### config.mk
export PLATFORM = sky130hd
export DESIGN_NAME = op_tx_scheduler
export DESIGN_NICKNAME = d
export VERILOG_FILES = /design/src/rtl/op_tx_scheduler.sv
export SDC_FILE = /design/constraint.sdc
export NUM_CORES = 1
export LEC_CHECK = 0
export ABC_CLOCK_PERIOD_IN_PS = 5950
export CAP_MARGIN = 25
export CORE_MARGIN = 1.5
export CORE_UTILIZATION = 55
export CTS_BUF_LIST = sky130_fd_sc_hd__clkbuf_8 sky130_fd_sc_hd__clkbuf_16
export DETAILED_ROUTE_END_ITERATION = 16
export PLACE_DENSITY = 0.78
export SETUP_SLACK_MARGIN = 0.5
export SLEW_MARGIN = 20
export SYNTH_ARGS = -nofsm -noshare
export SYNTH_HDL_FRONTEND = slang
export SYNTH_SLANG_ARGS = --single-unit
### constraint.sdc
create_clock -name clk -period 5.95 [get_ports clk]
set_input_delay 1.19 -clock clk [delete_from_list [all_inputs] [get_ports clk]]
set_output_delay 1.19 -clock clk [all_outputs]
set_load 0.1 [all_outputs]
### src/rtl/op_tx_scheduler.sv
// Transmit scheduler for the NeXT sound/keyboard link: latches send requests,
// picks one by fixed priority when a slot opens and shifts the 40-bit op packet out MSB-first.
module op_tx_scheduler #(
    parameter int PACKET_BITS = 40,
    parameter int TURNAROUND  = 4
) (
    input  logic        clk,
    input  logic        reset,
    input  logic        bit_tick,
    input  logic        can_send,
    input  logic        power_on_req,
    input  logic        audio_req,
    input  logic        kbd_ready,
    input  logic        kbd_is_mouse,
    input  logic [15:0] kbd_data,
    output logic        kbd_ack,
    output logic        tx_out,
    output logic        tx_active,
    output logic        busy,
    output logic        audio_overrun
);

    typedef enum logic [1:0] {
        IDLE,
        GAP,
        SHIFT
    } state_t;

    typedef enum logic [1:0] {
        SRC_NONE,
        SRC_PON,
        SRC_AUD,
        SRC_KBD
    } src_t;

    localparam logic [PACKET_BITS-1:0] PON_PACKET = 40'hC6_71_00_00_00;
    localparam logic [PACKET_BITS-1:0] AUD_PACKET = 40'h07_00_00_00_00;
    localparam logic [5:0] LAST_BIT = 6'(PACKET_BITS);
    localparam logic [3:0] GAP_LAST = (TURNAROUND == 0) ? 4'd0 : 4'(TURNAROUND - 1);

    state_t                 state, state_n;
    src_t                   src;
    logic                   pon_p, pon_n;
    logic                   aud_p, aud_n;
    logic [PACKET_BITS-1:0] sr, sr_n;
    logic [5:0]             bit_cnt, bit_cnt_n;
    logic [3:0]             gap_cnt, gap_cnt_n;
    logic                   overrun_n;
    logic                   kbd_ack_n;

    // Selection only in IDLE with an open slot; pending flags outrank the keyboard level.
    always_comb begin
        src = SRC_NONE;
        if (state == IDLE && can_send) begin
            if (pon_p)          src = SRC_PON;
            else if (aud_p)     src = SRC_AUD;
            else if (kbd_ready) src = SRC_KBD;
        end
    end

    // NOTE: every variable gets a default first so no path leaves it unassigned (no latch).
    always_comb begin
        state_n   = state;
        sr_n      = sr;
        bit_cnt_n = bit_cnt;
        gap_cnt_n = gap_cnt;
        case (state)
            IDLE: begin
                if (src != SRC_NONE) begin
                    case (src)
                        SRC_PON: sr_n = PON_PACKET;
                        SRC_AUD: sr_n = AUD_PACKET;
                        default: sr_n = {8'hC6, (kbd_is_mouse ? 8'h01 : 8'h10), 8'h00, kbd_data};
                    endcase
                    bit_cnt_n = '0;
                    gap_cnt_n = '0;
                    state_n   = (TURNAROUND == 0) ? SHIFT : GAP;
                end
            end
            GAP: begin
                if (bit_tick) begin
                    if (gap_cnt == GAP_LAST) begin
                        gap_cnt_n = '0;
                        state_n   = SHIFT;
                    end else begin
                        gap_cnt_n = gap_cnt + 4'd1;
                    end
                end
            end
            SHIFT: begin
                if (bit_tick) begin
                    sr_n      = {sr[PACKET_BITS-2:0], 1'b0};
                    bit_cnt_n = bit_cnt + 6'd1;
                    if (bit_cnt_n == LAST_BIT) state_n = IDLE;
                end
            end
            default: state_n = IDLE;
        endcase
    end

    // A strobe landing in the same cycle as its selection re-arms the flag.
    // An audio request that coincides with its own selection is not a lost request.
    always_comb begin
        pon_n     = (pon_p && src != SRC_PON) || power_on_req;
        aud_n     = (aud_p && src != SRC_AUD) || audio_req;
        overrun_n = audio_req && aud_p && src != SRC_AUD;
        kbd_ack_n = (src == SRC_KBD);
    end

    // NOTE: sequential state uses non-blocking assignments only, so every register sees pre-edge values.
    always_ff @(posedge clk or posedge reset) begin
        if (reset) begin
            state         <= IDLE;
            pon_p         <= 1'b0;
            aud_p         <= 1'b0;
            sr            <= '0;
            bit_cnt       <= '0;
            gap_cnt       <= '0;
            kbd_ack       <= 1'b0;
            tx_out        <= 1'b0;
            tx_active     <= 1'b0;
            busy          <= 1'b0;
            audio_overrun <= 1'b0;
        end else begin
            state         <= state_n;
            pon_p         <= pon_n;
            aud_p         <= aud_n;
            sr            <= sr_n;
            bit_cnt       <= bit_cnt_n;
            gap_cnt       <= gap_cnt_n;
            kbd_ack       <= kbd_ack_n;
            // Outputs are registered from next-state values so they line up with the state they describe.
            tx_out        <= (state_n == SHIFT) ? sr_n[PACKET_BITS-1] : 1'b0;
            tx_active     <= (state_n == SHIFT);
            busy          <= (state_n != IDLE);
            audio_overrun <= overrun_n;
        end
    end

endmodule

==> run summary, run 1 <==
## Clock network
• clock-pin slew of the registers on the worst-case setup and hold paths: 0.07 ns
• hold buffer count at CTS: 0
• post-CTS resize count: 0
• CTS buffer count: 9
• clock sink total: 59
• number of levels the H-tree was split into: 3
• insertion delay to the later sink of the worst-skew pair: 0.34 ns
• cell chosen for the clock root: sky130_fd_sc_hd__clkbuf_8
• maximum count of clock buffers along a single path: 2
• TritonCTS clock tree: built
• buffers inserted by post-CTS timing repair: 0

## Place
• post-placement cell count: 319
• routability congestion estimate: 0.801
• final HPWL from detailed placement: 3.44 mm
• input/output buffers: 28

## Critical path
• critical path type: input pin to flip-flop
• data required time of the critical path: 6.17 ns
• arrival time at the worst endpoint: 3.77 ns
• setup slack of the most critical reg-to-reg path: 2.99 ns
• Critical Path Start Type: input pin
• maximum fanout encountered on the critical timing path: 26
• Crit. End Element: flip-flop

## GRT
• met1 Resource Use GR: 34.4%
• wire length of the first global-routing pass: 9.33 mm
• GR met3 Demand/Resource: 5.80%
• GR Overflow Total: 0
• vias in the first global route: 1907
• GRT busiest layer: met1
• pin count of the biggest net entering global routing: 60
• Overall Global Routing Usage: 23.5%
• antenna violations before repair: 0
• met2 track utilization from global routing: 32.8%

## Cells and area
• fraction of layout cells with a size suffix above 1: 8.61%
• fill cell instance count of the final layout: 356
• final antenna diode count: 0
• area of combinational cells with multiple inputs: 1100 um2
• number of standard cells in the final layout excluding fillers: 334
• commonest non-fill, non-tap cell in the layout: sky130_fd_sc_hd__dfrtp_1
• number of nets in the finished design: 294
• FF/Latch Area: 1480 um2
• most frequent cells in the layout: sky130_fd_sc_hd__dfrtp_1, sky130_fd_sc_hd__clkdlybuf4s50_1, sky130_fd_sc_hd__a221o_1
• area delta synth->final: 19.2%

## Die
• floorplan core area: 4720 um2
• I/O pin cnt: 29
• Starting Density: 57.2%
• Total Die Area: 5340 um2
• die height: 73.1 um
• number of cell rows: 25
• width of the chip: 73.1 um

## STA
• setup repair after global routing missed its margin: no
• Least-Margin Pin Slew: 0.966 ns
• Fin. Hold Viols: 0
• Max Freq: 282 MHz
• relative slew slack: 35.4%
• share of the clock period used by the worst path: 59.6%
• min cycle time layout: 3.55 ns
• final setup violating endpoints: 0
• Post-Route Setup TNS: 0 ns
• max-slew violation total from the final report: 0
• clock skew after layout: 0.0108 ns

## Pwr
• Worst IR Drop VDD: 0.000206 V
• final total power: 0.962 mW
• leakage power summed over all cells: 1.53 nW
• pwr/cell area: 299 nW/um2

## Route
• wire length per cell after detailed routing: 16.1 um
• total DRC errors in the routed layout: 0
• via-per-instance ratio: 5.86
• DR vias: 1957
• First-pass DRT Iterations: 4
• sum of routed wire length over all layers: 5.38 mm
• remaining antenna violation count: 0
• Initial DRC Count: 157

## Run
• count of maximum capacitance violations: 0

## Synth
• cells after synthesis: 240
• mean area per synthesized cell: 11.3 um2
• Syn Nets: 271
• Synth cell types: 43
• ys flop type: sky130_fd_sc_hd__dfrtp_1
• Yosys Warn Count: 0
• count of state elements after synthesis: 59
• post-synthesis instance area: 2700 um2
• number of enable-type register cells in the synthesized netlist: 0
• post-synthesis sequential area ratio: 54.7%
• proportion of synthesized flip-flops having asynchronous set or reset: 100%

## Min path
• Hold WC Path Type: flip-flop to flip-flop

## Run status
• status: completed

## per-layer routing
layer / routed length [um] / up-vias / share of wire (%)
li1: - / 946 / -
met1: 2760 / 974 / 51
met2: 2360 / 28 / 44
met3: 174 / 9 / 3.2
met4: 85 / 0 / 1.6
met5: 0 / - / 0
## synth_stat cells (all sizes together) (2+ instances only)
library cell	number	share of area, %
o2bb2ai	2	0.65
nor2	10	1.4
a22o	18	5.8
dfrtp	59	55
or3	5	1.2
ha	7	3.2
nor2b	5	1.2
a21o	2	0.56
mux2i	3	1.1
and2	2	0.46
buf	7	1.8
a32o	2	0.74
nand2	13	1.8
nand4	2	0.46
a21oi	6	1.1
nand3	9	1.7
inv	10	1.4
clkbuf	11	1.5
and3	16	3.7
nand2b	2	0.46
a31oi	2	0.46
nand3b	2	0.56
nor3	2	0.56
o21ai	7	1.3
a32oi	2	0.65
a221o	19	7.0
## path summary, 6_finish.rpt
| check | startpoint | end | cells past startpoint |
|---|---|---|---|
| setup / recovery | kbd_ready | sr[3] | 8 |
| hold / removal | sr[32] | sr[33] | 2 |
| setup reg to reg | state[0] | sr[3] | 7 |
| hold reg to reg | sr[32] | sr[33] | 2 |
| max in group asynchronous | reset | gap_cnt[1] | 3 |
| min in group asynchronous | reset | sr[5] | 3 |
## power breakdown
part	switching (mW)	leakage, nW	internal [mW]	total, mW
Clock	0.156	0.115	0.256	0.412
Combinational	0.0614	0.635	0.0427	0.104
Sequential	0.0245	0.782	0.422	0.447
Total	0.241	1.53	0.721	0.962
## registers in the layout (all words and copies together) (netlist names)
signal         count
aud_p              1
busy               1
pon_p              1
tx_out             1
sr                40
gap_cnt            4
audio_overrun      1
state              2
tx_active          1
bit_cnt            6
kbd_ack            1
## worst max-delay path, cell delays in order
cell                              delay [ns]
sky130_fd_sc_hd__clkdlybuf4s50_1        0.48
sky130_fd_sc_hd__nor2b_1                0.18
sky130_fd_sc_hd__nor2_1                 0.08
sky130_fd_sc_hd__or2_2                  0.31
sky130_fd_sc_hd__ha_1                   0.27
sky130_fd_sc_hd__or3_1                  0.66
sky130_fd_sc_hd__and3_1                 0.33
sky130_fd_sc_hd__a221o_1                0.26
## cell families after synthesis
group / count (synthesis) / synth area share [%]
and+or+nand+nor: 75 / 15.4
AOI/OAI and AO/OA: 67 / 20.4
DFF: 59 / 54.7
buffers and inverters: 28 / 4.68
adders and majority gates: 7 / 3.24
muxes: 4 / 1.53
## cell type report
| cell class | instances | area share (%) |
|---|---|---|
| clock inverter | 4 | 2.29 |
| multi-input combinational | 153 | 34.2 |
| inverter | 10 | 1.17 |
| clock buffer | 11 | 4.70 |
| sequential | 59 | 45.9 |
| tap | 67 | 2.60 |
| timing repair buffer | 30 | 9.18 |
## per-stage QoR
step,setup slack [ns],utilization (%),area [um2],hold slack (ns)
3_3_place_gp,2.15,63.3,2990,0.474
2_1_floorplan,2.92,-,2700,0.464
5_1_grt,2.27,68.1,3220,0.525
3_5_place_dp,2.09,63.4,2990,0.481
6_report,2.40,68.1,3220,0.497
4_1_cts,2.44,68.1,3220,0.494
Note: power is estimated with default switching activity, not from simulation.
==> run 2: changes to the inputs <==
ABC_CLOCK_PERIOD_IN_PS = 3050   (was 5950)
CORE_UTILIZATION = 50   (was 55)
PLACE_DENSITY = 0.75   (was 0.78)
clock period = 3.05 ns   (was 5.95 ns; I/O delays follow)
==> run 2 against run 1 <==
Clock power increased by 120%. Clock skew decreased by 0.0034 ns. Sequential share of layout area decreased by 2.0 points. Sequential power increased by 95%. Worst hold slack got worse by 0.0013 ns. Non-clock buffer count increased by 11. Power increased by 110%. Via count increased by 5.3%. Critical path type unchanged. Critical endpoint is now sr[2].
==> run summary, run 2 (synthesis results as in run 1) <==
## Critical path
• critical-path cell list: clkdlybuf4s50_1 > nand2_1 > or3_1 > ha_4 > or3_4 > and3_1 > a221o_1
• data required time of the critical path: 3.28 ns
• critical path type: input pin to flip-flop
• highest cell delay on the worst timing path: 0.48 ns
• Critical Path Start Type: input pin
• arrival time at the worst endpoint: 2.70 ns
• maximum fanout encountered on the critical timing path: 8
• setup slack of the most critical reg-to-reg path: 0.78 ns
• CP max-delay cell: sky130_fd_sc_hd__clkdlybuf4s50_1
• Crit. End Element: flip-flop

## Place
• post-placement cell count: 333
• input/output buffers: 28
• final HPWL from detailed placement: 3.68 mm
• routability congestion estimate: 0.815

## GRT
• GR Overflow Total: 0
• antenna violations before repair: 0
• wire length of the first global-routing pass: 9.76 mm
• vias in the first global route: 2031
• Overall Global Routing Usage: 21.3%
• pin count of the biggest net entering global routing: 42

## Pwr
• pwr/cell area: 586 nW/um2
• leakage power summed over all cells: 1.61 nW
• Worst IR Drop VDD: 0.000354 V

## STA
• clock skew after layout: 0.00742 ns
• setup repair after global routing missed its margin: no
• final setup violating endpoints: 0
• relative slew slack: 62.8%
• Post-Route Setup TNS: 0 ns
• min cycle time layout: 2.47 ns
• Least-Margin Pin Slew: 0.551 ns
• share of the clock period used by the worst path: 81.1%
• max-slew violation total from the final report: 0
• Fin. Hold Viols: 0
• Max Freq: 404 MHz

## Clock network
• clock sink total: 59
• maximum count of clock buffers along a single path: 2
• cell chosen for the clock root: sky130_fd_sc_hd__clkbuf_8
• clock-pin slew of the registers on the worst-case setup and hold paths: 0.07 ns
• TritonCTS clock tree: built
• hold buffer count at CTS: 0
• number of levels the H-tree was split into: 3
• CTS buffer count: 9
• insertion delay to the later sink of the worst-skew pair: 0.35 ns

## Route
• wire length per cell after detailed routing: 16.3 um
• First-pass DRT Iterations: 4
• remaining antenna violation count: 0
• DR vias: 2061
• via-per-instance ratio: 5.89
• total DRC errors in the routed layout: 0
• Initial DRC Count: 140
• sum of routed wire length over all layers: 5.70 mm

## Cells and area
• number of nets in the finished design: 306
• number of standard cells in the final layout excluding fillers: 350
• Most flops, register: sr
• final antenna diode count: 0
• most frequent cells in the layout: sky130_fd_sc_hd__dfrtp_1, sky130_fd_sc_hd__clkdlybuf4s50_1, sky130_fd_sc_hd__a221o_1
• fraction of layout cells with a size suffix above 1: 15.7%
• area delta synth->final: 24.7%
• commonest non-fill, non-tap cell in the layout: sky130_fd_sc_hd__dfrtp_1
• max reg flops: 40
• largest registers: sr (40), bit_cnt (6), gap_cnt (4)

## Die
• Starting Density: 52.2%
• floorplan core area: 5170 um2
• number of cell rows: 26
• width of the chip: 76.5 um
• I/O pin cnt: 29
• die height: 76.5 um
• Total Die Area: 5850 um2

## Run
• count of maximum capacitance violations: 0

## Min path
• Hold WC Path Type: flip-flop to flip-flop

## Run status
• status: completed

run 2: changes by cell type in the layout (fill, tap and decap cells not counted), moves of 2 or more:
cell / before / now
sky130_fd_sc_hd__inv_6: 0 / 2
sky130_fd_sc_hd__clkbuf_8: 11 / 9
sky130_fd_sc_hd__buf_4: 2 / 16
sky130_fd_sc_hd__buf_6: 0 / 2
sky130_fd_sc_hd__or3_4: 0 / 2
sky130_fd_sc_hd__clkdlybuf4s50_1: 28 / 23
run 2: critical path: cells and delay by family:
kind,cells,cell delay (ns)
AND/OR/NAND/NOR,4,1.15
buffers and inverters,1,0.48
adder cells (fa/ha/maj),1,0.20
AO/OA/AOI/OAI,1,0.27
run 2: through the flow:
| stage | cell area, um2 | hold WS (ns) | setup slack [ns] | utilization [%] | power [mW] |
|---|---|---|---|---|---|
| 2_1_floorplan | 2700 | 0.464 | 0.555 | - | 1.01 |
| 3_3_place_gp | 3060 | 0.471 | 0.0447 | 59.1 | 1.09 |
| 3_5_place_dp | 3070 | 0.480 | 0.0357 | 59.3 | 1.09 |
| 4_1_cts | 3320 | 0.498 | 0.538 | 64.2 | 1.99 |
| 5_1_grt | 3370 | 0.521 | 0.510 | 65.1 | 2.05 |
| 6_report | 3370 | 0.496 | 0.577 | 65.1 | 1.97 |
run 2: area by class of cell:
| type | instances | area [um2] |
|---|---|---|
| clock inverter | 7 | 124 |
| fill | 406 | 1810 |
| inverter | 10 | 37.5 |
| tap | 70 | 87.6 |
| multi-input combinational | 154 | 1140 |
| sequential | 59 | 1480 |
| timing repair buffer | 41 | 373 |
| clock buffer | 9 | 124 |
run 2: path summary, 6_finish.rpt:
kind	startpoint	endpoint	cells past startpoint
max in group asynchronous	reset	sr[22]	3
worst min register to register	sr[32]	sr[33]	2
min in group asynchronous	reset	sr[9]	2
worst max register to register	state[0]	sr[2]	7
worst min-delay path	sr[32]	sr[33]	2
worst max-delay path	can_send	sr[2]	7
run 2: metal layers:
metal / share of wire (%) / vias up / wire, um / GRT usage, %
li1: - / 977 / - / -
met1: 47 / 1009 / 2670 / 30.5
met2: 46 / 67 / 2640 / 30.4
met3: 5.2 / 8 / 296 / 5.87
met4: 1.7 / 0 / 99 / 9.26
met5: 0 / - / 0 / 0
run 2: power by group:
group | total [mW] | leakage (nW) | switching [mW] | internal [mW]
registers | 0.870 | 0.782 | 0.0474 | 0.823
clock network | 0.891 | 0.120 | 0.342 | 0.549
logic | 0.212 | 0.704 | 0.123 | 0.0888
total | 1.97 | 1.61 | 0.512 | 1.46
run 2: repair_timing:
action,4_1_cts,5_1_grt
gates resized for setup,1,9
buffers inserted,0,0
setup endpoints to repair,22,34
pin swaps,0,1
cloned,0,1
==> run 3: changes to the inputs <==
ABC_CLOCK_PERIOD_IN_PS = 2200   (was 3050)
clock period = 2.2 ns   (was 3.05 ns; I/O delays follow)
==> run 3 against run 2 <==
Largest cell class unchanged. Worst hold slack improved by 0.0039 ns. Die area did not move. Cell area rose by 11%. Global-route usage rose by 2.4 points. First-iteration DRC count rose by 10%.
==> run summary, run 3 (synthesis results as in run 1) <==
## Cells and area
• fraction of layout cells with a size suffix above 1: 31.1%
• Most flops, register: sr
• max reg flops: 40
• commonest non-fill, non-tap cell in the layout: sky130_fd_sc_hd__dfrtp_1
• area delta synth->final: 38.7%
• largest registers: sr (40), bit_cnt (6), gap_cnt (4)
• final antenna diode count: 0
• most frequent cells in the layout: sky130_fd_sc_hd__dfrtp_1, sky130_fd_sc_hd__buf_4, sky130_fd_sc_hd__clkdlybuf4s50_1
• number of nets in the finished design: 328
• number of standard cells in the final layout excluding fillers: 372
• total non-filler cell area in the finished layout: 3740 um2

## Critical path
• Critical Path Start Type: flip-flop
• critical-path cell list: nor2_4 > nand2_2 > or3_4 > ha_4 > buf_6 > nor3_4 > buf_6 > and2_4 > buf_6 > a221o_1
• highest cell delay on the worst timing path: 0.41 ns
• maximum fanout encountered on the critical timing path: 7
• data required time of the critical path: 2.47 ns
• CP max-delay cell: sky130_fd_sc_hd__dfrtp_1
• reg2reg start: state[0]
• Worst R2R Path Depth: 10
• critical path type: flip-flop to flip-flop
• Reg2Reg Capture Point: sr[3]
• Crit. End Element: flip-flop
• arrival time at the worst endpoint: 2.40 ns
• most used cell along the critical path: sky130_fd_sc_hd__buf_6
• setup slack of the most critical reg-to-reg path: 0.07 ns

## Clock network
• clock sink total: 59
• number of levels the H-tree was split into: 3
• cell chosen for the clock root: sky130_fd_sc_hd__clkbuf_8
• hold buffer count at CTS: 0
• maximum count of clock buffers along a single path: 2
• CTS buffer count: 9
• clock-pin slew of the registers on the worst-case setup and hold paths: 0.06 ns
• insertion delay to the later sink of the worst-skew pair: 0.35 ns
• TritonCTS clock tree: built

## Route
• First-pass DRT Iterations: 4
• wire length per cell after detailed routing: 17.4 um
• DR vias: 2169
• remaining antenna violation count: 0
• total DRC errors in the routed layout: 0
• via-per-instance ratio: 5.83
• sum of routed wire length over all layers: 6.46 mm
• Initial DRC Count: 154

## Place
• final HPWL from detailed placement: 3.79 mm
• post-placement cell count: 347
• input/output buffers: 28
• routability congestion estimate: 0.820
• post-place setup slack: -0.627 ns
• Post-Place Cell Area: 3240 um2

## Die
• Total Die Area: 5850 um2
• I/O pin cnt: 29
• floorplan core area: 5170 um2
• Starting Density: 52.2%
• number of cell rows: 26
• width of the chip: 76.5 um
• die height: 76.5 um

## STA
• share of the clock period used by the worst path: 96.9%
• worst-case setup margin in the final layout: 0.0678 ns
• relative slew slack: 74.2%
• clock skew after layout: 0.00757 ns
• min cycle time layout: 2.13 ns
• Fin. Hold Viols: 0
• Fin Hold WS: 0.500 ns
• max-slew violation total from the final report: 0
• Least-Margin Pin Slew: 0.386 ns
• Max Freq: 469 MHz
• final setup violating endpoints: 0
• setup repair after global routing missed its margin: yes

## Run
• count of maximum capacitance violations: 0

## Min path
• startpoint of the lowest-slack hold path: sr[17]
• worst hold path endpoint: sr[17]
• hold-critical path depth: 1
• Hold WC Path Type: flip-flop to flip-flop

## Run status
• status: completed

## GRT
• antenna violations before repair: 0
• Overall Global Routing Usage: 23.7%
• GR Overflow Total: 0
• vias in the first global route: 2141
• met2 track utilization from global routing: 37.1%
• met1 Resource Use GR: 30.6%
• GRT busiest layer: met2
• wire length of the first global-routing pass: 10.6 mm
• pin count of the biggest net entering global routing: 60
• GR met3 Demand/Resource: 7.66%

## Pwr
• Worst IR Drop VDD: 0.000580 V
• pwr/cell area: 706 nW/um2
• leakage power summed over all cells: 1.71 nW

## run 3: cell types whose count changed in the layout (fill, tap and decap cells not counted), moves of 3 or more
cell / change
sky130_fd_sc_hd__o21ai_0: -3
sky130_fd_sc_hd__buf_6: +6
sky130_fd_sc_hd__buf_4: +12
sky130_fd_sc_hd__and3_4: +15
sky130_fd_sc_hd__and3_1: -15
## run 3: final cells by class
cell class / instances / area [um2]
clock buffers: 11 / 151
clock inverters: 5 / 76.3
fillers: 334 / 1430
inverters: 10 / 43.8
multi-input cells: 154 / 1310
flip-flops and latches: 59 / 1480
well taps: 70 / 87.6
repair buffers: 63 / 598
## run 3: what timing repair did
item                                    4_1_cts  5_1_grt
buffers inserted                              4        2
endpoints found under the setup margin       55       53
pin swaps                                    22       13
gates cloned                                  1        2
resized for setup                            40        6
## run 3: report_power, final
group | internal, mW | switching, mW | leakage, nW
sequential | 1.14 | 0.0648 | 0.782
clock | 0.693 | 0.421 | 0.117
combinational | 0.141 | 0.182 | 0.815
## run 3: per-layer routing
metal,vias up,share of wire [%]
met3,9,4.2
met5,-,0
met1,1089,44
li1,1020,-
met2,51,50
met4,0,1.6
## run 3: metrics by stage
| step | total power, mW | setup TNS (ns) | util [%] |
|---|---|---|---|
| 2_1_floorplan | 1.40 | -1.42 | - |
| 6_report | 2.64 | 0 | 72.4 |
| 4_1_cts | 2.66 | 0 | 71.1 |
| 5_1_grt | 2.75 | -0.0207 | 72.4 |
| 3_5_place_dp | 1.52 | -22.47 | 62.7 |
| 3_3_place_gp | 1.52 | -19.34 | 62.7 |
## run 3: worst max-delay path by stage
stage,cells past startpoint,end,startpoint
finish,10,sr[3],state[0]
floorplan,10,sr[1],state[1]
global placement,8,sr[3],kbd_ready
CTS,7,sr[3],state[1]
detailed placement,8,sr[6],kbd_ready
global route,10,sr[3],state[0]
## run 3: worst max-delay path, delay by kind of cell, from the launching register on
kind / cells / cell delay (ns)
AND/OR/NAND/NOR: 5 / 0.91
flip-flops: 1 / 0.41
buffers and inverters: 3 / 0.40
adder cells (fa/ha/maj): 1 / 0.19
AO/OA/AOI/OAI: 1 / 0.16
